--- config.mk ---
export PLATFORM = sky130hd
export DESIGN_NAME = data_array_arbiter
export DESIGN_NICKNAME = d
export VERILOG_FILES = /design/src/rtl/data_array_arbiter.sv
export SDC_FILE = /design/constraint.sdc
export NUM_CORES = 1
export LEC_CHECK = 0
export CORE_AREA = 4 4 337 339
export CTS_BUF_LIST = sky130_fd_sc_hd__clkbuf_8
export DETAILED_ROUTE_END_ITERATION = 10
export DIE_AREA = 0 0 341 343
export PLACE_DENSITY = 0.3
export RECOVER_POWER = 25
export SLEW_MARGIN = 10
export SYNTH_ARGS = -nofsm -noshare
export SYNTH_HDL_FRONTEND = slang
export SYNTH_SLANG_ARGS = --single-unit
--- constraint.sdc ---
create_clock -name clock -period 5.85 [get_ports clock]
set_input_delay 1.17 -clock clock [delete_from_list [all_inputs] [get_ports clock]]
set_output_delay 1.17 -clock clock [all_outputs]
set_load 0.05 [all_outputs]
--- src/rtl/data_array_arbiter.sv ---
// data_array_arbiter
//   Shares the single RW port of the 512x128 L1 data array between three
//   requesters: line refill (write-only bursts), core load/store and
//   probe/eviction. At most one array access is issued per cycle. Read data
//   comes back one cycle later, tagged with its source.
//
//   state | meaning
//   ------+-------------------------------------------------------------
//   IDLE  | refill has priority, then the round-robin core/probe winner
//   BURST | refill burst open; only refill is granted, except for the
//         | forced core/probe slot at the starvation limit
//
// Ports
//   clock, reset_n           : clock, synchronous active-low reset
//   refill_*                 : refill write beats (valid/ready, last)
//   core_*, probe_*          : read/write requests (valid/ready, write)
//   sram_*                   : direct drive of the array wrapper pins
//   resp_valid/src/data      : read response (src 0 = core, 1 = probe)
module data_array_arbiter #(
  parameter int ADDR_W       = 9,
  parameter int DATA_W       = 128,
  parameter int LANES        = 16,
  parameter int STARVE_LIMIT = 4
) (
  input  logic              clock,
  input  logic              reset_n,
  input  logic              refill_valid,
  output logic              refill_ready,
  input  logic [ADDR_W-1:0] refill_addr,
  input  logic [DATA_W-1:0] refill_wdata,
  input  logic [LANES-1:0]  refill_wmask,
  input  logic              refill_last,
  input  logic              core_valid,
  output logic              core_ready,
  input  logic              core_write,
  input  logic [ADDR_W-1:0] core_addr,
  input  logic [DATA_W-1:0] core_wdata,
  input  logic [LANES-1:0]  core_wmask,
  input  logic              probe_valid,
  output logic              probe_ready,
  input  logic              probe_write,
  input  logic [ADDR_W-1:0] probe_addr,
  input  logic [DATA_W-1:0] probe_wdata,
  input  logic [LANES-1:0]  probe_wmask,
  output logic              sram_en,
  output logic              sram_wmode,
  output logic [ADDR_W-1:0] sram_addr,
  output logic [DATA_W-1:0] sram_wdata,
  output logic [LANES-1:0]  sram_wmask,
  input  logic [DATA_W-1:0] sram_rdata,
  output logic              resp_valid,
  output logic              resp_src,
  output logic [DATA_W-1:0] resp_data
);

  typedef enum logic {IDLE = 1'b0, BURST = 1'b1} state_t;

  localparam logic [3:0] LIMIT = 4'(STARVE_LIMIT);

  state_t     state, state_nxt;
  logic       rr, rr_nxt;
  logic [3:0] starve_cnt, starve_nxt;
  logic       resp_valid_q, resp_src_q;

  logic cp_any, forced, pick_probe;
  logic grant_refill, grant_cp, grant_core, grant_probe;

  // Grant decision
  always_comb begin
    cp_any       = core_valid | probe_valid;
    forced       = (starve_cnt == LIMIT);
    grant_refill = 1'b0;
    grant_cp     = 1'b0;
    if (core_valid && probe_valid) pick_probe = rr;
    else                           pick_probe = probe_valid;
    if (reset_n) begin
      if (forced && cp_any)            grant_cp     = 1'b1;
      else if (refill_valid)           grant_refill = 1'b1;
      // In BURST a gap in refill beats is an idle cycle, not a core/probe slot.
      else if (state == IDLE && cp_any) grant_cp    = 1'b1;
    end
    grant_core  = grant_cp & ~pick_probe;
    grant_probe = grant_cp &  pick_probe;
  end

  assign refill_ready = grant_refill;
  assign core_ready   = grant_core;
  assign probe_ready  = grant_probe;

  // Array pin drive for the granted requester
  always_comb begin
    sram_en    = 1'b0;
    sram_wmode = 1'b0;
    sram_addr  = '0;
    sram_wdata = '0;
    sram_wmask = '0;
    if (grant_refill) begin
      sram_en    = 1'b1;
      sram_wmode = 1'b1;
      sram_addr  = refill_addr;
      sram_wdata = refill_wdata;
      sram_wmask = refill_wmask;
    end else if (grant_core) begin
      sram_en    = 1'b1;
      sram_wmode = core_write;
      sram_addr  = core_addr;
      sram_wdata = core_wdata;
      sram_wmask = core_write ? core_wmask : '0;
    end else if (grant_probe) begin
      sram_en    = 1'b1;
      sram_wmode = probe_write;
      sram_addr  = probe_addr;
      sram_wdata = probe_wdata;
      sram_wmask = probe_write ? probe_wmask : '0;
    end
  end

  // Next state, round-robin pointer and starvation counter
  always_comb begin
    state_nxt  = state;
    rr_nxt     = rr;
    starve_nxt = starve_cnt;
    if (grant_refill) state_nxt = refill_last ? IDLE : BURST;
    if (grant_cp)     rr_nxt    = ~pick_probe;
    if (grant_cp || !cp_any)    starve_nxt = 4'd0;
    else if (starve_cnt != LIMIT) starve_nxt = starve_cnt + 4'd1;
  end

  always_ff @(posedge clock) begin
    if (!reset_n) begin
      state        <= IDLE;
      rr           <= 1'b0;
      starve_cnt   <= 4'd0;
      resp_valid_q <= 1'b0;
      resp_src_q   <= 1'b0;
    end else begin
      state        <= state_nxt;
      rr           <= rr_nxt;
      starve_cnt   <= starve_nxt;
      resp_valid_q <= (grant_core & ~core_write) | (grant_probe & ~probe_write);
      if (grant_cp) resp_src_q <= grant_probe;
    end
  end

  // A response registered just before reset is dropped while reset is low.
  assign resp_valid = resp_valid_q & reset_n;
  assign resp_src   = resp_src_q;
  assign resp_data  = sram_rdata;

endmodule

==> Yosys cells after proc, flatten, opt, wreduce, memory -nomap -nowiden <==
Cells that the tools add are included.
{ "op_classes": {"addsub": 1, "n_eq_ne": 2, "mux": 26, "n_bitwise": 12, "reduce_logical": 6} }
{ "ops": {"columns": ["cell", "count"], "rows": [
  ["$mux 128", 3],
  ["$mux 16", 5],
  ["$mux 9", 3],
  ["$mux 1", 15],
  ["$and 1x1->1", 5],
  ["$not 1->1", 5],
  ["$add 4x1->4 const B", 1],
  ["$eq 4x3->1 const B", 1],
  ["$ne 4x3->1 const B", 1],
  ["$logic_and 1x1->1", 3],
  ["$or 1x1->1", 2],
  ["$reduce_or 2->1", 1],
  ["$logic_not 1->1", 1],
  ["$logic_or 1x1->1", 1]
]} }
{ "word_totals": {"regBits": 8, "in_bits": 595, "out_inout_bits": 288, "word_cells": 52} }

==> Logic depth before layout (Yosys ltp) <==
Gate-level depths: netlist of run 1.
{ "logic_depth": {"word_depth": 10, "depth_mapped": 11} }

==> Worst setup path before layout of run 1 <==
OpenSTA, ideal clock, no wires.
{ "synth_timing": {"path_kind": "input to output", "start": "input core_valid", "end": "output sram_wdata[100]", "arrival_time_ps": 3164, "required_time_ps": 4680, "path_slack_ps": 1516, "path_stages": 6, "n_path_buf": 2, "path_cell_list": "inv_1 > o21a_1 > clkbuf_1 > clkbuf_1 > a22oi_1 > o21ai_0"} }
{ "synth_between": {"elab_chain_cells": 10, "elab_cells_between_ends": 17, "cone_classes": "mux (10); bitwise (4); reduce/logical (3)"} }
{ "synth_lines": {"columns": ["item", "line_no", "source"], "rows": [
  ["start: declaration", "33", "input logic core_valid,"],
  ["$or 1x1->1", "70", "cp_any = core_valid | probe_valid;"],
  ["$logic_and 1x1->1", "80", "else if (state == IDLE && cp_any) grant_cp = 1'b1;"],
  ["$mux 1", "80", null],
  ["$mux 1", "78", "else if (refill_valid) grant_refill = 1'b1;"],
  ["$mux 1", "77", "if (forced && cp_any) grant_cp = 1'b1;"],
  ["$mux 1", "76", "if (reset_n) begin"],
  ["$and 1x1->1", "83", "grant_probe = grant_cp & pick_probe;"],
  ["$mux 128", "109", "end else if (grant_probe) begin"],
  ["$mux 128", "103", "end else if (grant_core) begin"],
  ["$mux 128 (*)", "97", "if (grant_refill) begin"],
  ["end: declaration", "48", "output logic [DATA_W-1:0] sram_wdata,"]
]} }
Every way passes the cells marked *; elsewhere a longest branch is shown, timed or not.

==> Final worst setup path of run 1 <==
{ "layout_timing": {"start": "input probe_valid", "end": "output sram_wdata[85]"} }
{ "layout_between": {"elab_chain_cells": 10, "elab_cells_between_ends": 17, "cone_classes": "mux (10); bitwise (4); reduce/logical (3)"} }
{ "layout_lines": {"columns": ["item", "line_no", "source"], "rows": [
  ["start: declaration", "39", "input logic probe_valid,"],
  ["$or 1x1->1", "70", null],
  ["$logic_and 1x1->1", "80", null],
  ["$mux 1", "80", null],
  ["$mux 1", "78", null],
  ["$mux 1", "77", null],
  ["$mux 1", "76", null],
  ["$and 1x1->1", "83", null],
  ["$mux 128", "109", null],
  ["$mux 128", "103", null],
  ["$mux 128 (*)", "97", null]
]} }
Marks and branches as above.

==> results.tsv, run 1 <==
metric	value	unit
die_y	343	um
grt_use_met1	11.7	%
leakagePower	0.00449	uW
area_growth	191	%
reg2regPathDepth	6	
clock_skew	0.00187	ns
worst_slew_pin_slew	1.03	ns
synth_edf_count	0	
rows	122	
status	completed	
syn-num-nets	1332	
p_int	771	uW
synth_most_common_cell	nand2_1	
top_usage_layer	met2	
hold_ws	0.489	ns
yosysTopAreaCell	a22oi_1	
hp-class	reg2reg	
grt_max_degree	78	
maxCapViolCount	0	
path_max_fanout	60	
finalSetupTns	0	ns
fmax	192	MHz
seqPwrFrac	4.0	%
setup_viol	0	
syn_avg_cell_area	6.28	um^2
ys_top_cells_by_count	nand2_1, a22oi_1, buf_4	
nets	1794	
synth.cell_area	4610	um^2
start_kind	primary input	
clock_path_buffers	2	
vias_per_cell	2.85	
cp.depth	9	
p_comb_share	91.5	%
via_count	7658	
swShare	48.6	%
io_pins	883	
drive_gt1_share	18.4	%
core_area	110000	um^2
synthArstFlopShare	0	%
timing.final.crit_share	88.9	%
finalNonFillerCells	2689	
hold_depth	2	
route.detailed.drc	0	
antenna_found_initial	17	
first_pass_iters	5	
arrival	4.03	ns
worstPathRequired	4.68	ns
cts_setup_buffers	0	
postRouteAntennaNets	0	
grt_pass1_wl	77900	um
yosysWarnings	0	
ys_seq_area_share	3.47	%
syn_inst	735	
fp.dieArea	117000	um^2
initial_utilization	4.18	%
cpPeakStageDelay	0.56	ns
cts_resized	0	
drv_slew	0	
cts.sinks	8	
use_met2	15.5	%
grt.total_usage	9.73	%
synth_top_area_share	22.3	%
wl_per_cell	22.7	um
gp_congestion	0.901	
clk-insertion-delay-late	0.23	ns
power_switching	729	uW
dr.first_iter.drc_count	311	
finalCriticalPeriod	5.20	ns
die_x	341	um
critPathBufInv	4	
wl	61100	um
synth_cell_types	39	
power_density	112	nW/um^2
grt_pass1_vias	8207	
power_frac_clock	4.5	%
h-tree-depth	1	
crit_chain	clkdlybuf4s50_1 -> or2_1 -> a21boi_4 -> nand2_4 -> inv_6 -> buf_12 -> nand2_1 -> o21ai_1 -> buf_12	
cp_top_family	buffers and inverters	
cts-root-buf	clkbuf_8	
rsz0062_at_grt	no	
clkTransAtPathRegs	0.04	ns
synth_area_leaders	a22oi_1, buf_4, o21ai_0	
crit_top_cell	buf_12	
ir_worst_vdd	0.0452	mV
cts.hold.buffers_added	0	
ys_seq_elements	8	
hold_viol	0	
cts_tree	yes	
place_hpwl	54500	um
path_class	in2out	
relSlewSlack	30.4	%
dpl.cell_count	2680	
synth_flop_cell	dfxtp_1	
grt_remaining_overflow	0	
crit_slowest_cell	clkdlybuf4s50_1	
use_met3	5.59	%
cts_made_buffers	3	
setup.worst_path.end_class	output pin	
io_buffers	626	
[power groups by stage]
stage,combinational (uW),sequential [uW],clock [uW]
global route,1450,60.4,72.4
finish,1370,60.0,67.8
CTS,1410,60.0,69.9
detailed placement,1410,61.0,0
global placement,1410,60.8,0
floorplan,727,61.2,0
[placed cells by master, fill, tap and decap left out, types with 2 or more instances in the layout]
cell type and n:
a41oi_1 5, nor4_1 2, a2bb2oi_2 11, a21oi_1 5
clkbuf_8 3, inv_1 6, o21ai_1 7, nand3_1 17
ha_1 2, nand2_1 141, a22oi_1 137, a41oi_2 10
o21ai_0 132, clkdlybuf4s50_1 471, diode_2 6, a2bb2oi_1 4
and3_1 15, nor2_1 8, dfxtp_1 8, buf_12 164
nor3_1 2, buf_4 24
[state kept, by name, indices dropped and copies added (netlist names)]
register and flops:
state 1, resp_valid_q 1, starve_cnt 4, rr 1
resp_src 1
[routing by layer]
layer,vias to the layer above,share of wire (%)
li1,3490,-
met1,3562,41
met2,556,44
met3,38,14
met4,12,1.0
met5,-,0.12
[cells by family after synthesis]
logic type	after synthesis	synth area share, %
fa+ha+maj	2	0.542
buf+inv	210	29.2
xor+xnor	1	0.190
compound gates	323	49.0
simple gates	191	17.5
flops	8	3.47
[final cells by class]
class / count / area (um^2)
fillers: 12700 / 96900
clock buffers: 3 / 41.3
multi-input cells: 517 / 3130
repair buffers: 660 / 8190
diodes: 6 / 15.0
flip-flops and latches: 8 / 160
well taps: 1488 / 1860
inverters: 7 / 31.3
[worst min-delay path: stages, from the launching register on]
cell	delay [ns]
dfxtp_1	0.31
o21ai_0	0.07
a21oi_1	0.06
[worst paths after layout]
kind	startpoint	to	slack, ns
hold / removal	resp_src	resp_src	0.49
hold reg to reg	resp_src	resp_src	0.49
setup / recovery	probe_valid	sram_wdata[85]	0.65
setup reg to reg	starve_cnt[0]	resp_valid_q	4.03
[stage by stage]
step	total power [uW]	instance area, um^2	setup slack (ns)	util, %
finish	1500	13400	0.647	12.2
global placement	1470	13400	0.471	12.1
detailed placement	1470	13400	0.516	12.1
floorplan	788	4610	1.52	-
CTS	1540	13400	0.505	12.2
global route	1580	13400	0.474	12.2
No activity file was read; power rests on OpenSTA's default activity.
==> run 2: changes to the inputs <==
Settings changed: CTS_CLUSTER_SIZE from default to 10.
==> results of run 2 <==
Final layout, timing and power as in run 1 (identical DEF).
